`config.mk`:
```
export PLATFORM = sky130hd
export DESIGN_NAME = sysid_reader
export DESIGN_NICKNAME = d
export VERILOG_FILES = /design/src/rtl/sysid_reader.sv
export SDC_FILE = /design/constraint.sdc
export NUM_CORES = 1
export LEC_CHECK = 0
export ABC_AREA = 1
export CORE_MARGIN = 5
export CORE_UTILIZATION = 46
export DETAILED_ROUTE_END_ITERATION = 16
export PLACE_DENSITY = 0.79
export SETUP_SLACK_MARGIN = 0.1
export SLEW_MARGIN = 20
export SYNTH_ARGS = -nofsm -noshare
export SYNTH_HDL_FRONTEND = slang
export SYNTH_SLANG_ARGS = --single-unit
export TNS_END_PERCENT = 10
```
`constraint.sdc`:
```
create_clock -name clock -period 1.6 [get_ports clock]
set_input_delay 0.4 -clock clock [delete_from_list [all_inputs] [get_ports clock]]
set_output_delay 0.4 -clock clock [all_outputs]
set_load 0.03 [all_outputs]
```
`src/rtl/sysid_reader.sv`:
```
// rtl/sysid_reader.sv - Avalon-MM read master that fetches and checks system ID and build timestamp.
// Reads word 0 then word 1 back-to-back, compares against expected values, reports a one-cycle done.
module sysid_reader #(
  parameter logic [31:0] EXPECTED_ID        = 32'h0000_0000,
  parameter logic [31:0] EXPECTED_TIMESTAMP = 32'h5B40_CE93,
  parameter bit          CHECK_TS           = 1'b1,
  parameter int          TIMEOUT_CYCLES     = 255
) (
  input  logic        clock,
  input  logic        reset,
  input  logic        start,
  output logic        avm_address,
  output logic        avm_read,
  input  logic        avm_waitrequest,
  input  logic [31:0] avm_readdata,
  output logic        busy,
  output logic        done,
  output logic        id_ok,
  output logic        ts_ok,
  output logic        pass,
  output logic        timeout,
  output logic [31:0] read_id,
  output logic [31:0] read_ts
);

  localparam int CW = (TIMEOUT_CYCLES < 1) ? 1 : $clog2(TIMEOUT_CYCLES + 1);
  localparam logic [CW-1:0] TO_LAST = CW'((TIMEOUT_CYCLES > 0) ? TIMEOUT_CYCLES - 1 : 0);

  typedef enum logic [2:0] {S_IDLE, S_RD_ID, S_RD_TS, S_CHECK, S_DONE} state_t;

  state_t        r_state;
  logic [CW-1:0] r_cnt;
  logic          r_addr;
  logic          r_read;
  logic          r_busy;
  logic          r_done;
  logic          r_id_ok;
  logic          r_ts_ok;
  logic          r_pass;
  logic          r_timeout;
  logic [31:0]   r_read_id;
  logic [31:0]   r_read_ts;

  logic w_to_hit;
  logic w_id_ok;
  logic w_ts_ok;

  // Abort once the current read has stalled for TIMEOUT_CYCLES consecutive cycles.
  assign w_to_hit = (TIMEOUT_CYCLES != 0) && avm_waitrequest && (r_cnt == TO_LAST);
  assign w_id_ok  = (r_read_id == EXPECTED_ID);
  assign w_ts_ok  = CHECK_TS ? (r_read_ts == EXPECTED_TIMESTAMP) : 1'b1;

  always_ff @(posedge clock) begin
    if (reset) begin
      r_state   <= S_IDLE;
      r_cnt     <= '0;
      r_addr    <= 1'b0;
      r_read    <= 1'b0;
      r_busy    <= 1'b0;
      r_done    <= 1'b0;
      r_id_ok   <= 1'b0;
      r_ts_ok   <= 1'b0;
      r_pass    <= 1'b0;
      r_timeout <= 1'b0;
      r_read_id <= '0;
      r_read_ts <= '0;
    end else begin
      r_done <= 1'b0;
      case (r_state)
        S_IDLE: begin
          if (start) begin
            r_state   <= S_RD_ID;
            r_read    <= 1'b1;
            r_addr    <= 1'b0;
            r_busy    <= 1'b1;
            r_id_ok   <= 1'b0;
            r_ts_ok   <= 1'b0;
            r_pass    <= 1'b0;
            r_timeout <= 1'b0;
            r_cnt     <= '0;
          end
        end
        S_RD_ID: begin
          if (!avm_waitrequest) begin
            r_read_id <= avm_readdata;
            r_cnt     <= '0;
            r_addr    <= 1'b1;
            r_state   <= S_RD_TS;
          end else if (w_to_hit) begin
            r_timeout <= 1'b1;
            r_read    <= 1'b0;
            r_done    <= 1'b1;
            r_state   <= S_DONE;
          end else if (r_cnt != '1) begin
            r_cnt <= r_cnt + CW'(1);
          end
        end
        S_RD_TS: begin
          if (!avm_waitrequest) begin
            r_read_ts <= avm_readdata;
            r_read    <= 1'b0;
            r_state   <= S_CHECK;
          end else if (w_to_hit) begin
            r_timeout <= 1'b1;
            r_read    <= 1'b0;
            r_done    <= 1'b1;
            r_state   <= S_DONE;
          end else if (r_cnt != '1) begin
            r_cnt <= r_cnt + CW'(1);
          end
        end
        S_CHECK: begin
          r_id_ok <= w_id_ok;
          r_ts_ok <= w_ts_ok;
          r_pass  <= w_id_ok && w_ts_ok;
          r_done  <= 1'b1;
          r_state <= S_DONE;
        end
        S_DONE: begin
          r_busy  <= 1'b0;
          r_state <= S_IDLE;
        end
        default: r_state <= S_IDLE;
      endcase
    end
  end

  assign avm_address = r_addr;
  assign avm_read    = r_read;
  assign busy        = r_busy;
  assign done        = r_done;
  assign id_ok       = r_id_ok;
  assign ts_ok       = r_ts_ok;
  assign pass        = r_pass;
  assign timeout     = r_timeout;
  assign read_id     = r_read_id;
  assign read_ts     = r_read_ts;

endmodule

```
# Yosys cells after proc, flatten, opt, wreduce, memory -nomap -nowiden
# Cells that the tools add are included.
[classes]
addsub = 1
bitwise_logic = 1
n_reduce_logical = 18
n_eq_ne = 13
muxes = 29
[ops]
columns = ["operator", "count"]
rows = [
  ["$mux 8", 5],
  ["$eq 32x31->1 const B", 1],
  ["$logic_not 32->1", 1],
  ["$pmux 8 s3", 1],
  ["$pmux 1 s2", 7],
  ["$mux 3", 4],
  ["$pmux 3 s4", 1],
  ["$mux 1", 10],
  ["$reduce_and 3->1", 3],
  ["$add 8x1->8 const B", 1],
  ["$eq 8x8->1 const B", 1],
  ["$ne 2x2->1 const B", 4],
  ["$ne 8x8->1 const B", 1],
  ["$reduce_and 2->1", 4],
  ["$reduce_bool 2->1", 4],
  ["$eq 3x2->1 const B", 2],
  ["$ne 2x1->1 const B", 2],
  ["$reduce_and 4->1", 1],
  ["$eq 3x1->1 const B", 1],
  ["$eq 3x3->1 const B", 1],
  ["$logic_not 3->1", 1],
  ["$pmux 1 s3", 1],
  ["$reduce_bool 3->1", 1],
  ["$logic_and 1x1->1", 2],
  ["other kinds (2)", 2],
]
[totals]
word_cells = 74
input_bits = 36
ff_bits = 83

# Longest topological paths before layout
[logic_depth]
word_depth = 5
depth_mapped = 10
ltp_nobuf = 10

# Worst setup path after synthesis
# OpenSTA, ideal clock, no wires.
[synth_timing]
path_type = "register to register"
from = "reg r_cnt[0]"
to = "reg r_cnt[1]"
t_arrival_ns = 1.233
slack_ns = 0.254
path_stages_with_launch = 9
setup_ns = 0.113
required_time_ns = 1.487
cell_sequence = "dfxtp_1 ha_1 inv_1 nor2_1 nand2_1 nand3_1 nand2_1 nand2_1 nor2_1"
[synth_between]
elab_chain_len = 5
elab_cells_between_ends = 9
classes_between = "1 x add/sub; 2 x eq/ne; 5 x mux; 1 x reduce/logical"
[synth_lines]
columns = ["element", "line_no", "source"]
rows = [
  ["start: declaration", "32", "logic [CW-1:0] r_cnt;"],
  ["start signal: assignment", "95", "r_cnt <= r_cnt + CW'(1);"],
  ["start signal: assignment", "109", "r_cnt <= r_cnt + CW'(1);"],
  ["$add 8x1->8 (tied with other cells)", "95, 109", ""],
  ["$mux 8 / $logic_and 1x1->1 (equally long branches)", "94, 108, 49", ""],
  ["$mux 8 *", "89", "end else if (w_to_hit) begin"],
  ["$mux 8, on equally long branches", "99, 84", ""],
  ["$pmux 8 s3 *", "69", "case (r_state)"],
]
# Mark *: on every way between the ends. The rest lies on a longest branch, timed or not. The select of a mux whose other input is x is not followed.
# A chain may end at the register's enable or synchronous reset.

# Final worst setup path
[layout_timing]
from = "reg r_read_id[24] (netlist: read_id[24])"
to = "out read_id[24]"
[layout_rtl]
columns = ["element", "line_no", "source"]
rows = [
  ["start: declaration", "41", "logic [31:0] r_read_id;"],
  ["start signal: assignment", "85", "r_read_id <= avm_readdata;"],
  ["end: declaration", "22", "output logic [31:0] read_id,"],
]
# No word-level cell between the ends.

==> impl_metrics.tcl <==
set metrics [dict create \
    antenna_cells_inserted 0 \
    routed_via_density 5.07 \
    irDropWorstVdd_mv 0.705 \
    layout.cells.most_common_list "sky130_fd_sc_hd__nand2_1 (123), sky130_fd_sc_hd__nor2_1 (110), sky130_fd_sc_hd__dfxtp_1 (81)" \
    final_sum_of_negative_setup_slack_ns 0 \
    worst_path_max_delay_cell "sky130_fd_sc_hd__dlygate4sd2_1" \
    grt_setup_unrepaired "yes" \
    data_arrival_time_at_the_worst_slack_endpoint_ns 1.15 \
    worst_clock_skew_ns 0.00637 \
    critical_path_required_ns 1.20 \
    synth.yosys.warnings 0 \
    synth.lib_cells_used.distinct 23 \
    critical_path_class "flip-flop to primary output" \
    power.total_mw 4.92 \
    tritoncts_clock_tree "yes" \
    number_of_max_cap_violations 0 \
    dpl.hpwl_mm 7.58 \
    synthFlopType "sky130_fd_sc_hd__dfxtp_1" \
    grt_max_degree 22 \
    layout.area.seq_um2 1660 \
    number_of_ports_placed_on_the_die_boundary 108 \
    maximum_clock_rate_ghz 0.644 \
    crit_path_max_incr_delay_ns 0.44 \
    syn-cell-area_um2 3410 \
    worst_hold_check_path_type "flip-flop to flip-flop" \
    clock_tree.htree_level_count 3 \
    synth_top_cells_by_area "sky130_fd_sc_hd__dfxtp_1 (49%), sky130_fd_sc_hd__nand2_1 (14%), sky130_fd_sc_hd__nor2_1 (12%)" \
    grt_remaining_overflow 0 \
    fp.dieW_um 96.1 \
    cts.hold.buffers_added 0 \
    critical-path-top-delay-family "buffers and inverters" \
    asyncSetResetFlopFracSynth_pct 0 \
    synth.top_cell.area_share_pct 48.8 \
    postRouteAntennaNets 0 \
    initial_core_util_pct 47.2 \
    drc_errors 0 \
    cts_sinks 83 \
    synthDominantAreaCellType "sky130_fd_sc_hd__dfxtp_1" \
    number_of_antenna_violations_at_the_first_check_in_global_routing 0 \
    crit_path_end_kind "primary output" \
    proportion_of_synthesized_chip_area_in_sequential_cells_pct 48.8 \
    nFillCells 669 \
    dieHeight_um 96.1 \
    placement.io_buffers 107 \
    number_of_global_route_vias_before_repair 3563 \
    holdWs_ns 0.465 \
    clockRootBuffer "sky130_fd_sc_hd__clkbuf_8" \
    grt_most_used_layer "met2" \
    clock_tree.buffer_depth 2 \
    drive_gt1_share_pct 10.7 \
    post-route-min-period_ns 1.55 \
    cts_inserted_buffers 9 \
    globalRouteMet2Util_pct 37.6 \
    drtIter0Drc 170 \
    report.final.setup_viol 0 \
    insertion_delay_ns 0.35 \
    placement_rows 31 \
    synth_cells 489 \
    leakage_nw 2.26 \
    final_net_count 649 \
    run_status "complete, no violations" \
    fin_crit_sh_pct 97.1 \
    power_per_cell_area_nw_per_um2 999 \
    design.core.area_um2 7210 \
    grt_use_met1_pct 29.3 \
    synth_fp_nets 527 \
    final_common_cell "sky130_fd_sc_hd__nand2_1" \
    grt_first_pass_wirelength_mm 16.6 \
    design.die.area_um2 9230 \
    final-max-slew-violation-count 0 \
    final_hold_violating_endpoints 0 \
    worstPathBufferInverterCount 1 \
    number_of_synthesized_flops_with_an_enable_pin 0 \
    finalWirelength_mm 10.3 \
    syn_to_final_growth_pct 44.4 \
    cts.reportedPaths.clkPinSlew_ns 0.09 \
    routed-via-count 3626 \
    cts_post_setup_buffers_inserted 0 \
    routabilityCongestion 0.853 \
    mean_instance_size_in_the_synthesized_netlist_um2 6.97 \
    multi_input_area_um2 1590 \
    worst-path-max-fanout 3 \
    path_cells "dlygate4sd2_1" \
    slew_headroom_pct 76.7 \
    wl_per_cell_um 14.4 \
    grt.met3_usage_pct 7.11 \
    yosys_register_bits 83 \
    worst-slew-pin-transition_ns 0.349 \
    gr-usage-all-layers_pct 23.1 \
    worstSetupStartpointType "flip-flop" \
    drt_pre_antenna_iters 4 \
]
-- cell usage after synthesis, types with 2 or more instances --
library cell	count
sky130_fd_sc_hd__nor2_2	2
sky130_fd_sc_hd__nand3b_1	2
sky130_fd_sc_hd__inv_2	6
sky130_fd_sc_hd__inv_1	21
sky130_fd_sc_hd__ha_1	2
sky130_fd_sc_hd__o21ai_1	7
sky130_fd_sc_hd__nand3_1	13
sky130_fd_sc_hd__dfxtp_1	83
sky130_fd_sc_hd__xnor2_1	3
sky130_fd_sc_hd__nor2_1	111
sky130_fd_sc_hd__nand4_1	2
sky130_fd_sc_hd__clkbuf_2	2
sky130_fd_sc_hd__nand2_1	124
sky130_fd_sc_hd__buf_2	8
sky130_fd_sc_hd__nand3_2	2
sky130_fd_sc_hd__nor3_1	3
sky130_fd_sc_hd__a21oi_1	50
sky130_fd_sc_hd__clkbuf_1	10
sky130_fd_sc_hd__o21ai_0	34
-- final timing paths --
kind | from | to | slack, ns | cells past startpoint
worst max-delay path | read_id[24]$_SDFFE_PP0P_ | read_id[24] | 0.05 | 1
worst min register to register | busy$_SDFFE_PP0P_ | busy$_SDFFE_PP0P_ | 0.46 | 2
worst max register to register | r_state[1]$_SDFFE_PP0P_ | read_id[0]$_SDFFE_PP0P_ | 0.19 | 6
worst min-delay path | busy$_SDFFE_PP0P_ | busy$_SDFFE_PP0P_ | 0.46 | 2
-- through the flow --
step	instance area (um2)	setup slack (ns)	utilization (%)	instances
CTS	4880	0.0144	67.7	714
floorplan	3410	0.254	-	489
global placement	4730	-0.148	65.5	698
detailed placement	4730	-0.240	65.5	698
global route	4920	0.00678	68.2	715
finish	4920	0.0469	68.2	715
-- state kept, by name, summed over array words and instances, names as in the netlist --
signal,cells
read_id,32
read_ts,32
r_cnt,8
r_state,3
avm_address,1
avm_read,1
busy,1
done,1
id_ok,1
pass,1
timeout,1
ts_ok,1
-- final cells by class --
type	count	share of cell area, %
Sequential cell	83	33.8
Multi-Input combinational cell	359	32.4
Timing Repair Buffer	131	24.6
Clock buffer	12	3.15
Tap cell	99	2.52
Inverter	27	2.06
Clock inverter	4	1.47
-- layer usage --
layer  share of wire [%]  wire length, um
met2                  48             4970
met5                   0                0
met3                 6.9              713
met4                0.94               97
met1                  44             4540
-- logic make-up (layout without fill, tap and decap cells) --
family | Yosys count | after routing | share of synthesized area (%)
buffers and inverters | 48 | 174 | 5.66
adder cells (fa/ha/maj) | 2 | 2 | 0.734
AND/OR/NAND/NOR | 261 | 262 | 30.5
AO/OA/AOI/OAI | 92 | 92 | 13.6
flip-flops | 83 | 83 | 48.8
XOR/XNOR | 3 | 3 | 0.771
-- power breakdown --
group | total (mW) | switching, mW | internal [mW]
Combinational | 0.932 | 0.577 | 0.355
Sequential | 2.27 | 0.0906 | 2.18
Clock | 1.72 | 0.755 | 0.963
Total | 4.92 | 1.42 | 3.49
-- timing repair --
item,4_1_cts,5_1_grt
cloned,0,1
gates resized for setup,84,19
endpoints found under the setup margin,75,83
pin swaps,0,1
(Power assumes the default switching activity.)
